`src/rtl/fifo_wr_arbiter.sv`:
```
// Round-robin arbiter sharing one FIFO write port among NREQ valid/ready requesters.
// A grant is held until end-of-packet or MAX_BURST beats, then the pointer rotates.
module fifo_wr_arbiter #(
  parameter int NREQ      = 4,
  parameter int DSIZE     = 8,
  parameter int MAX_BURST = 4,
  parameter int GW        = 2
) (
  input  logic                  clka,
  input  logic                  rsta,
  input  logic [NREQ-1:0]       req_vld,
  input  logic [NREQ-1:0]       req_last,
  input  logic [NREQ*DSIZE-1:0] req_dat,
  output logic [NREQ-1:0]       req_rdy,
  output logic                  fifo_wreq,
  output logic [DSIZE-1:0]      fifo_wdata,
  input  logic                  fifo_full,
  output logic [GW-1:0]         gnt_id,
  output logic                  busy
);

  localparam int CW = $clog2(MAX_BURST);

  typedef enum logic {IDLE, GRANT} state_t;

  state_t          state_reg, state_next;
  logic [GW-1:0]   rr_ptr_reg, rr_ptr_next;
  logic [GW-1:0]   gnt_reg, gnt_next;
  logic [CW-1:0]   beat_cnt_reg, beat_cnt_next;
  logic [GW-1:0]   pick;
  logic [GW:0]     sum;
  logic            xfer;
  logic            release_now;
  logic [DSIZE-1:0] dat_arr [NREQ];

  generate
    for (genvar gi = 0; gi < NREQ; gi++) begin : g_slice
      assign dat_arr[gi] = req_dat[gi*DSIZE +: DSIZE];
    end
  endgenerate

  // Scan from the farthest offset down so the nearest valid index after rr_ptr wins.
  always_comb begin
    pick = rr_ptr_reg;
    sum  = '0;
    for (int k = NREQ-1; k >= 0; k--) begin
      sum = {1'b0, rr_ptr_reg} + (GW+1)'(k);
      if (sum >= (GW+1)'(NREQ)) sum = sum - (GW+1)'(NREQ);
      if (req_vld[sum[GW-1:0]]) pick = sum[GW-1:0];
    end
  end

  assign busy        = (state_reg == GRANT);
  assign xfer        = busy & req_vld[gnt_reg] & ~fifo_full;
  assign release_now = xfer & (req_last[gnt_reg] | (beat_cnt_reg == CW'(MAX_BURST-1)));
  assign fifo_wreq   = xfer;
  assign gnt_id      = gnt_reg;

  always_comb begin
    req_rdy = '0;
    if (xfer) req_rdy[gnt_reg] = 1'b1;
  end

  always_comb begin
    fifo_wdata = '0;
    if (busy) fifo_wdata = dat_arr[gnt_reg];
  end

  always_comb begin
    state_next    = state_reg;
    rr_ptr_next   = rr_ptr_reg;
    gnt_next      = gnt_reg;
    beat_cnt_next = beat_cnt_reg;
    case (state_reg)
      IDLE: begin
        if (|req_vld) begin
          gnt_next      = pick;
          beat_cnt_next = '0;
          state_next    = GRANT;
        end
      end
      GRANT: begin
        if (release_now) begin
          state_next    = IDLE;
          beat_cnt_next = '0;
          rr_ptr_next   = (gnt_reg == GW'(NREQ-1)) ? '0 : gnt_reg + GW'(1);
        end else if (xfer) begin
          beat_cnt_next = beat_cnt_reg + CW'(1);
        end
      end
      default: state_next = IDLE;
    endcase
  end

  always_ff @(posedge clka or posedge rsta) begin
    if (rsta) begin
      state_reg    <= IDLE;
      rr_ptr_reg   <= '0;
      gnt_reg      <= '0;
      beat_cnt_reg <= '0;
    end else begin
      state_reg    <= state_next;
      rr_ptr_reg   <= rr_ptr_next;
      gnt_reg      <= gnt_next;
      beat_cnt_reg <= beat_cnt_next;
    end
  end

endmodule

```
`config.mk`:
```
export PLATFORM = sky130hd
export DESIGN_NAME = fifo_wr_arbiter
export DESIGN_NICKNAME = d
export VERILOG_FILES = /design/src/rtl/fifo_wr_arbiter.sv
export SDC_FILE = /design/constraint.sdc
export NUM_CORES = 1
export LEC_CHECK = 0
export BUFFER_PORTS_ARGS = -buffer_cell sky130_fd_sc_hd__buf_2
export CORE_UTILIZATION = 37
export CTS_CLUSTER_SIZE = 28
export DETAILED_ROUTE_END_ITERATION = 10
export MAX_ROUTING_LAYER = met4
export PLACE_DENSITY = 0.8
export REMOVE_ABC_BUFFERS = 1
export SYNTH_ARGS = -nofsm -noshare
export SYNTH_HDL_FRONTEND = slang
export SYNTH_SLANG_ARGS = --single-unit
```
`constraint.sdc`:
```
create_clock -name clka -period 5.3 [get_ports clka]
set_input_delay 0.265 -clock clka [delete_from_list [all_inputs] [get_ports clka]]
set_output_delay 0.265 -clock clka [all_outputs]
set_load 0.005 [all_outputs]
```
Word level (Yosys, flattened, before mapping)
Index checks and enable logic that the tools add are counted.
{ "totals": {"out_inout_bits": 16, "reg_bits": 7} }
{ "op_classes": {"n_lt_le_gt_ge": 11, "bitwise_logic": 7, "n_mux": 35, "addsub": 9, "reduce_logical": 5, "n_eq_ne": 4} }
{ "op_table": {"columns": ["op", "count"], "rows": [
  ["$mux W2", 12],
  ["$mux W8", 3],
  ["$bmux W8 S2", 1],
  ["$lt A2 B3 Y1 const B", 5],
  ["$bmux W1 S2", 6],
  ["$ge A3 B3 Y1 const B", 4],
  ["$mux W1", 9],
  ["$sub A2 B1 Y2 const B", 4],
  ["$add A2 B2 Y3 const B", 2],
  ["$reduce_and A2 Y1", 3],
  ["$add A2 B1 Y2 const B", 2],
  ["$eq A2 B2 Y1 const B", 2],
  ["$mux W4", 1],
  ["$pmux W2 S2", 1],
  ["$reduce_or A4 Y1", 1],
  ["$add A2 B1 Y3 const B", 1],
  ["$and A1 B1 Y1", 3],
  ["$ge A2 B3 Y1 const B", 1],
  ["$ne A3 B1 Y1 const B", 1],
  ["$not A2 Y3", 1],
  ["$demux W1 S2", 1],
  ["$ge A2 B1 Y1 const B", 1],
  ["$ne A2 B2 Y1 const B", 1],
  ["$not A1 Y1", 2],
  ["3 further kinds", 3]
]} }

Longest topological paths before layout
Gate-level depths: netlist (run 1).
{ "logic_depth": {"word_depth": 9, "depth_mapped": 4, "mapped_depth_nobuf": 4} }

Least setup slack after synthesis (run 1)
Ideal clock, no wire load.
{ "synth_timing": {"path_type": "register -> register", "start": "register gnt_reg[0] (netlist: gnt_id[0])", "end": "register rr_ptr_reg[0]", "setup_time_ns": 0.125, "arrival_ns": 1.625, "stages_incl_launch_ff": 5, "n_path_buf": 0, "t_required_ns": 5.175, "path_slack_ns": 3.549, "cell_sequence": "dfrtp_1 -> mux4_1 -> nor3b_4 -> o21a_4 -> mux2_4"} }
{ "synth_between": {"elab_chain_cells": 6, "word_cells_on_any_way": 12, "cone_classes": "add/sub (1); eq/ne (1); mux (5); bitwise (4); reduce/logical (1)"} }
{ "synth_rtl": {"columns": ["element", "line", "text"], "rows": [
  ["from (decl)", "28", "logic [GW-1:0] gnt_reg, gnt_next;"],
  ["from (signal assigned)", "104", "gnt_reg <= gnt_next;"],
  ["$bmux W1 S2", "54", "assign xfer = busy & req_vld[gnt_reg] & ~fifo_full;"],
  ["$mux W1 (implied by the code)", "54", null],
  ["$and A1 B1 Y1 (2 in series)", "54", null],
  ["via fifo_wreq", "15", "output logic fifo_wreq,"],
  ["$and A1 B1 Y1", "55", "assign release_now = xfer & (req_last[gnt_reg] | (beat_cnt_reg == CW'(MAX_BURST-1)));"],
  ["$reduce_and A2 Y1 (no line)", null, null],
  ["to (signal assigned)", "103", "rr_ptr_reg <= rr_ptr_next;"],
  ["to (decl)", "27", "logic [GW-1:0] rr_ptr_reg, rr_ptr_next;"]
]} }
The timed path passes the listed nets, and every way through them passes these cells. The select of a mux whose other input is x is not followed.
A chain may end at the register's enable or synchronous reset.

Worst setup path in the final report (run 1)
{ "layout_timing": {"start": "register gnt_reg[0] (netlist: gnt_id[0])", "end": "output req_rdy[3]"} }
{ "layout_between": {"elab_chain_cells": 5, "word_cells_on_any_way": 10, "cone_classes": "order compare (2); mux (5); bitwise (2); reduce/logical (1)"} }
{ "layout_rtl": {"columns": ["element", "line", "text"], "rows": [
  ["$lt A2 B3 Y1 (implied by the code) (tied with other cells)", "61", "if (xfer) req_rdy[gnt_reg] = 1'b1;"],
  ["$logic_and A1 B1 Y1 (implied by the code) or $mux W1 (tied branches)", "61, 54", null],
  ["$mux W1 (implied by the code) or $and A1 B1 Y1 (tied branches)", "61, 54", null],
  ["$demux W1 S2 or $and A1 B1 Y1 (tied branches)", "61, 54", null],
  ["$mux W4 *", "61", null],
  ["to (decl)", "14", "output logic [NREQ-1:0] req_rdy,"]
]} }
Every way passes the cells marked *; elsewhere a longest branch is shown, timed or not. The select of a mux whose other input is x is not followed.

==> flow_metrics.tcl, run 1 <==
set metrics [dict create \
    run_status "complete, no violations" \
    tns_ns 0 \
    n_fill_cell 179 \
    synth_most_common_cell "and2_1" \
    power_uw 469 \
    cts-root-buf "clkbuf_4" \
    pin_count 59 \
    yosysUniqueCellTypes 22 \
    hp-class "input pin to flip-flop" \
    die_w_um 48.0 \
    synth_ff_type "dfrtp_1" \
    synth_top_area_share 0.230 \
    gp_congestion 0.760 \
    multi_input_area_um2 572 \
    dp_hpwl_mm 1.68 \
    ant_nets 0 \
    max_freq_ghz 0.405 \
    path_clk_slew_ns 0.06 \
    die_y_um 48.0 \
    syn-instance-count 73 \
    avgSynthCellArea_um2 10.7 \
    grt_pass1_vias 620 \
    rsz0062_at_grt "false" \
    worstMarginPinSlew_ns 0.947 \
    drc 0 \
    htree_num_levels 1 \
    cts_tree "built" \
    async_flop_share 1.00 \
    p_leak_uw 0.000584 \
    final_nets 183 \
    drv_cap 0 \
    synth_seq_cells 7 \
    crit_type "flip-flop to output port" \
    synth_area_leaders "mux4_2 (23%), dfrtp_1 (22%), and2_1 (9.6%), ha_1 (8.0%), mux4_1 (6.7%)" \
    setup_viol 0 \
    num_vias 818 \
    synthToLayoutAreaGrowth_pct 45.1 \
    dr.pass1.iters 4 \
    start_util 0.395 \
    drive_gt1_frac 0.552 \
    timing.final.hold_violations 0 \
    port_buffers 58 \
    wl_mm 2.13 \
    std_cell_rows 16 \
    seqCellArea_um2 175 \
    post_cts_buffers 0 \
    critPathMaxStageDelay_ns 0.81 \
    gr-total-overflow 0 \
    ys.warnings.count 0 \
    syn_area_um2 782 \
    synth_top_area_cell "mux4_2" \
    ctsResizeCount 0 \
    crit_required_ns 5.04 \
    core_area_mm2 0.00198 \
    cts.sinks 7 \
    grtUsageTotal 0.192 \
    grt_pass1_wl_mm 2.75 \
    die_area_mm2 0.00230 \
    synth_edf_count 0 \
    first_iter_violations 7 \
    p_per_area_mw_per_mm2 413 \
    synth.top_cells.by_count "and2_1 (12), mux4_2 (8), dfrtp_1 (7), inv_1 (7), nand2_1 (6)" \
    cp.arrival_ns 2.20 \
    vias_per_cell 5.08 \
    min_period_ns 2.47 \
    fin_skew_ns 0.00494 \
    rrSetupSlack_ns 3.10 \
    critPathCaptureType "output port" \
    cp_max_fo 16 \
    path_cells "mux4_1 > nor3b_4 > and2_1 > buf_2" \
    max-clock-path-buffers 2 \
    post-route-period-util 0.465 \
    maxSlewViolCount 0 \
    cts_buffers 3 \
    insertion_delay_ns 0.27 \
    max-vdd-ir-drop_v 0.000193 \
    grt_antenna_before_repair 0 \
    relSlewSlack 0.361 \
    critPathLaunchType "flip-flop" \
    slowest_stage "dfrtp_1" \
    avgRoutedWirePerCell_um 13.2 \
    antenna_cells 0 \
    grt_max_degree 17 \
    synth_seq_area_share 0.224 \
]
## layout make-up
class,instances,share of cell area
Inverter,7,0.0232
Timing Repair Buffer,59,0.265
Clock buffer,3,0.0198
Sequential cell,7,0.154
Multi-Input combinational cell,57,0.504
Tap cell,27,0.0298
Clock inverter,1,0.00441
## cell usage in the layout (no fill, tap or decap), types with 2 or more instances in the layout
cell	netlist	routed
a21oi_1	3	3
and2_1	12	12
buf_2	1	58
clkbuf_4	0	3
dfrtp_1	7	7
ha_1	5	5
inv_1	7	7
mux2_4	2	2
mux4_1	2	2
mux4_2	8	8
nand2_1	6	6
nor2_1	4	4
nor2b_1	2	2
o21ai_0	4	4
o22ai_1	2	2
## through the flow
stage / setup WS (ns) / std cells / hold WS [ns] / util / area [um^2]
5_1_grt: 2.72 / 161 / 0.343 / 0.573 / 1130
4_1_cts: 2.79 / 161 / 0.298 / 0.573 / 1130
3_3_place_gp: 3.13 / 156 / 0.200 / 0.554 / 1100
2_1_floorplan: 3.23 / 71 / 0.0684 / - / 773
3_5_place_dp: 3.08 / 156 / 0.215 / 0.554 / 1100
6_report: 2.83 / 161 / 0.307 / 0.573 / 1130
## final timing paths
| path | from | endpoint | cells past startpoint |
|---|---|---|---|
| worst max-delay path | gnt_id[0] | req_rdy[3] | 4 |
| worst min register to register | beat_cnt_reg[0] | beat_cnt_reg[0] | 1 |
| max in group asynchronous | rsta | gnt_id[0] | 3 |
| min in group asynchronous | rsta | rr_ptr_reg[0] | 3 |
| worst min-delay path | fifo_full | beat_cnt_reg[1] | 3 |
| worst max register to register | gnt_id[0] | rr_ptr_reg[0] | 4 |
## critical path: cells and delay by family (launching register included)
kind | cells | cell delay [ns]
flops | 1 | 0.81
mux | 1 | 0.64
simple gates | 2 | 0.37
buf+inv | 1 | 0.12
## report_power, final
part           switching, uW  internal, uW  total [uW]
combinational            104           174         277
clock                   26.0          27.9        53.9
sequential              61.3          76.4         138
## cell families (layout without fill, tap and decap cells)
kind of cell / after synthesis / after routing / synth area share
muxes: 12 / 12 / 0.336
DFF: 7 / 7 / 0.224
buffers and inverters: 9 / 70 / 0.0448
and+or+nand+nor: 26 / 26 / 0.190
adders and majority gates: 5 / 5 / 0.0800
AOI/OAI and AO/OA: 14 / 14 / 0.125
## routing by layer
layer,routed length (um),vias up,track usage,part of all wire
li1,-,395,-,-
met1,789,376,0.191,0.37
met2,1080,41,0.327,0.51
met3,170,6,0.0113,0.080
met4,85,0,0.183,0.040
met5,0,-,-,0
## repair_timing
item	CTS	global route
hold endpoints to repair	7	0
hold buffers	1	0
setup endpoints to repair	0	0
Power figures use the tool's default switching activity.
==> run 2: changes to the inputs <==
- clock period: 5.3 -> 2.3 ns (I/O delays scaled with it)
==> flow_metrics.tcl, run 2 (synthesized netlist as in run 1, its figures left out) <==
set metrics [dict create \
    cp_max_fo 15 \
    grt_pass1_vias 686 \
    dp.cells 160 \
    cp.arrival_ns 1.92 \
    maxSlewViolCount 0 \
    synthToLayoutAreaGrowth_pct 48.8 \
    htree_num_levels 1 \
    insertion_delay_ns 0.25 \
    rrSetupSlack_ns 0.53 \
    first_iter_violations 5 \
    die_w_um 48.0 \
    layout.cells.non_filler 165 \
    std_cell_rows 16 \
    p_per_area_mw_per_mm2 945 \
    drv_cap 0 \
    final_nets 187 \
    drive_gt1_frac 0.558 \
    path_clk_slew_ns 0.05 \
    holdPathEnd "gnt_id[1]" \
    crit_type "flip-flop to output port" \
    cts_tree "built" \
    num_vias 831 \
    post-route-period-util 0.886 \
    dp_hpwl_mm 1.76 \
    max-clock-path-buffers 2 \
    vias_per_cell 5.04 \
    hold_start "req_vld[3]" \
    port_buffers 58 \
    start_util 0.395 \
    grt_antenna_before_repair 0 \
    cts_buffers 3 \
    final_common_cell "buf_2" \
    tns_ns 0 \
    holdPathStages 3 \
    setup_viol 0 \
    hp-class "input pin to flip-flop" \
    avgRoutedWirePerCell_um 12.5 \
    grt_max_degree 16 \
    gp_congestion 0.739 \
    critPathLaunchType "flip-flop" \
    wl_mm 2.06 \
    run_status "complete, no violations" \
    gr-total-overflow 0 \
    relSlewSlack 0.612 \
    drc 0 \
    final_core_util 0.587 \
    grtUsageTotal 0.186 \
    critPathCaptureType "output port" \
    max-vdd-ir-drop_v 0.000514 \
    crit_required_ns 2.18 \
    timing.final.hold_violations 0 \
    core_area_mm2 0.00198 \
    r2r-end "rr_ptr_reg[0]" \
    dr.pass1.iters 4 \
    die_y_um 48.0 \
    post_cts_buffers 0 \
    ant_nets 0 \
    grt_pass1_wl_mm 2.75 \
    cts.sinks 7 \
    rsz0062_at_grt "false" \
    die_area_mm2 0.00230 \
    antenna_cells 0 \
    r2r_cells 4 \
    rr_startpoint "gnt_id[0]" \
    final_cell_mix "buf_2 (58), and2_1 (12), mux4_2 (8)" \
    cts-root-buf "clkbuf_4" \
    pin_count 59 \
    worstMarginPinSlew_ns 0.574 \
    min_period_ns 2.04 \
    p_leak_uw 0.000601 \
    max_freq_ghz 0.491 \
    fin_skew_ns 0.00452 \
]
==> run 2: worst max-delay path, cell delays in order (launching register included) <==
cell and delay [ns]:
dfrtp_1 0.67, mux4_1 0.36, nor3b_4 0.17, buf_4 0.16, and2_1 0.17, buf_2 0.13
==> run 2: worst max path at each step <==
stage	to	slack, ns	start	cells after the start
after floorplan	rr_ptr_reg[0]	0.23	gnt_id[0]	4
after global placement	rr_ptr_reg[1]	0.57	gnt_id[0]	4
after detailed placement	rr_ptr_reg[0]	0.54	gnt_id[0]	4
after CTS	req_rdy[0]	0.27	gnt_id[1]	5
after global routing	req_rdy[0]	0.18	gnt_id[1]	5
final	req_rdy[0]	0.26	gnt_id[1]	5
==> run 2: cell type report <==
type	instances	area, um^2
timing repair buffer	63	330
tap	27	33.8
inverter	7	26.3
fill	180	818
multi-input combinational	57	572
clock buffer	4	26.3
sequential	7	175
==> run 2: per-stage QoR <==
stage | cell area (um^2) | setup slack [ns] | power [uW] | hold WS (ns)
5_1_grt | 1160 | 0.176 | 1230 | 0.290
6_report | 1160 | 0.263 | 1100 | 0.258
3_3_place_gp | 1130 | 0.573 | 961 | 0.0504
4_1_cts | 1160 | 0.267 | 1110 | 0.252
3_5_place_dp | 1130 | 0.539 | 996 | 0.0609
2_1_floorplan | 773 | 0.230 | 715 | -0.0816
==> run 2: layer usage <==
metal,global-route usage,vias up,part of all wire
li1,-,400,-
met5,-,-,0
met4,0.111,0,0.018
met3,0.0604,4,0.095
met2,0.349,44,0.54
met1,0.156,383,0.35
==> run 2: report_power, final <==
part | switching [uW] | internal, uW | leakage, uW
Clock | 43.5 | 66.1 | 0.0000150
Sequential | 98.6 | 177 | 0.0000862
Combinational | 284 | 431 | 0.000500
==> run 2: repair_timing <==
action	4_1_cts	5_1_grt
hold buffers	1	0
endpoints found under the hold margin	7	0
resized for setup	0	0
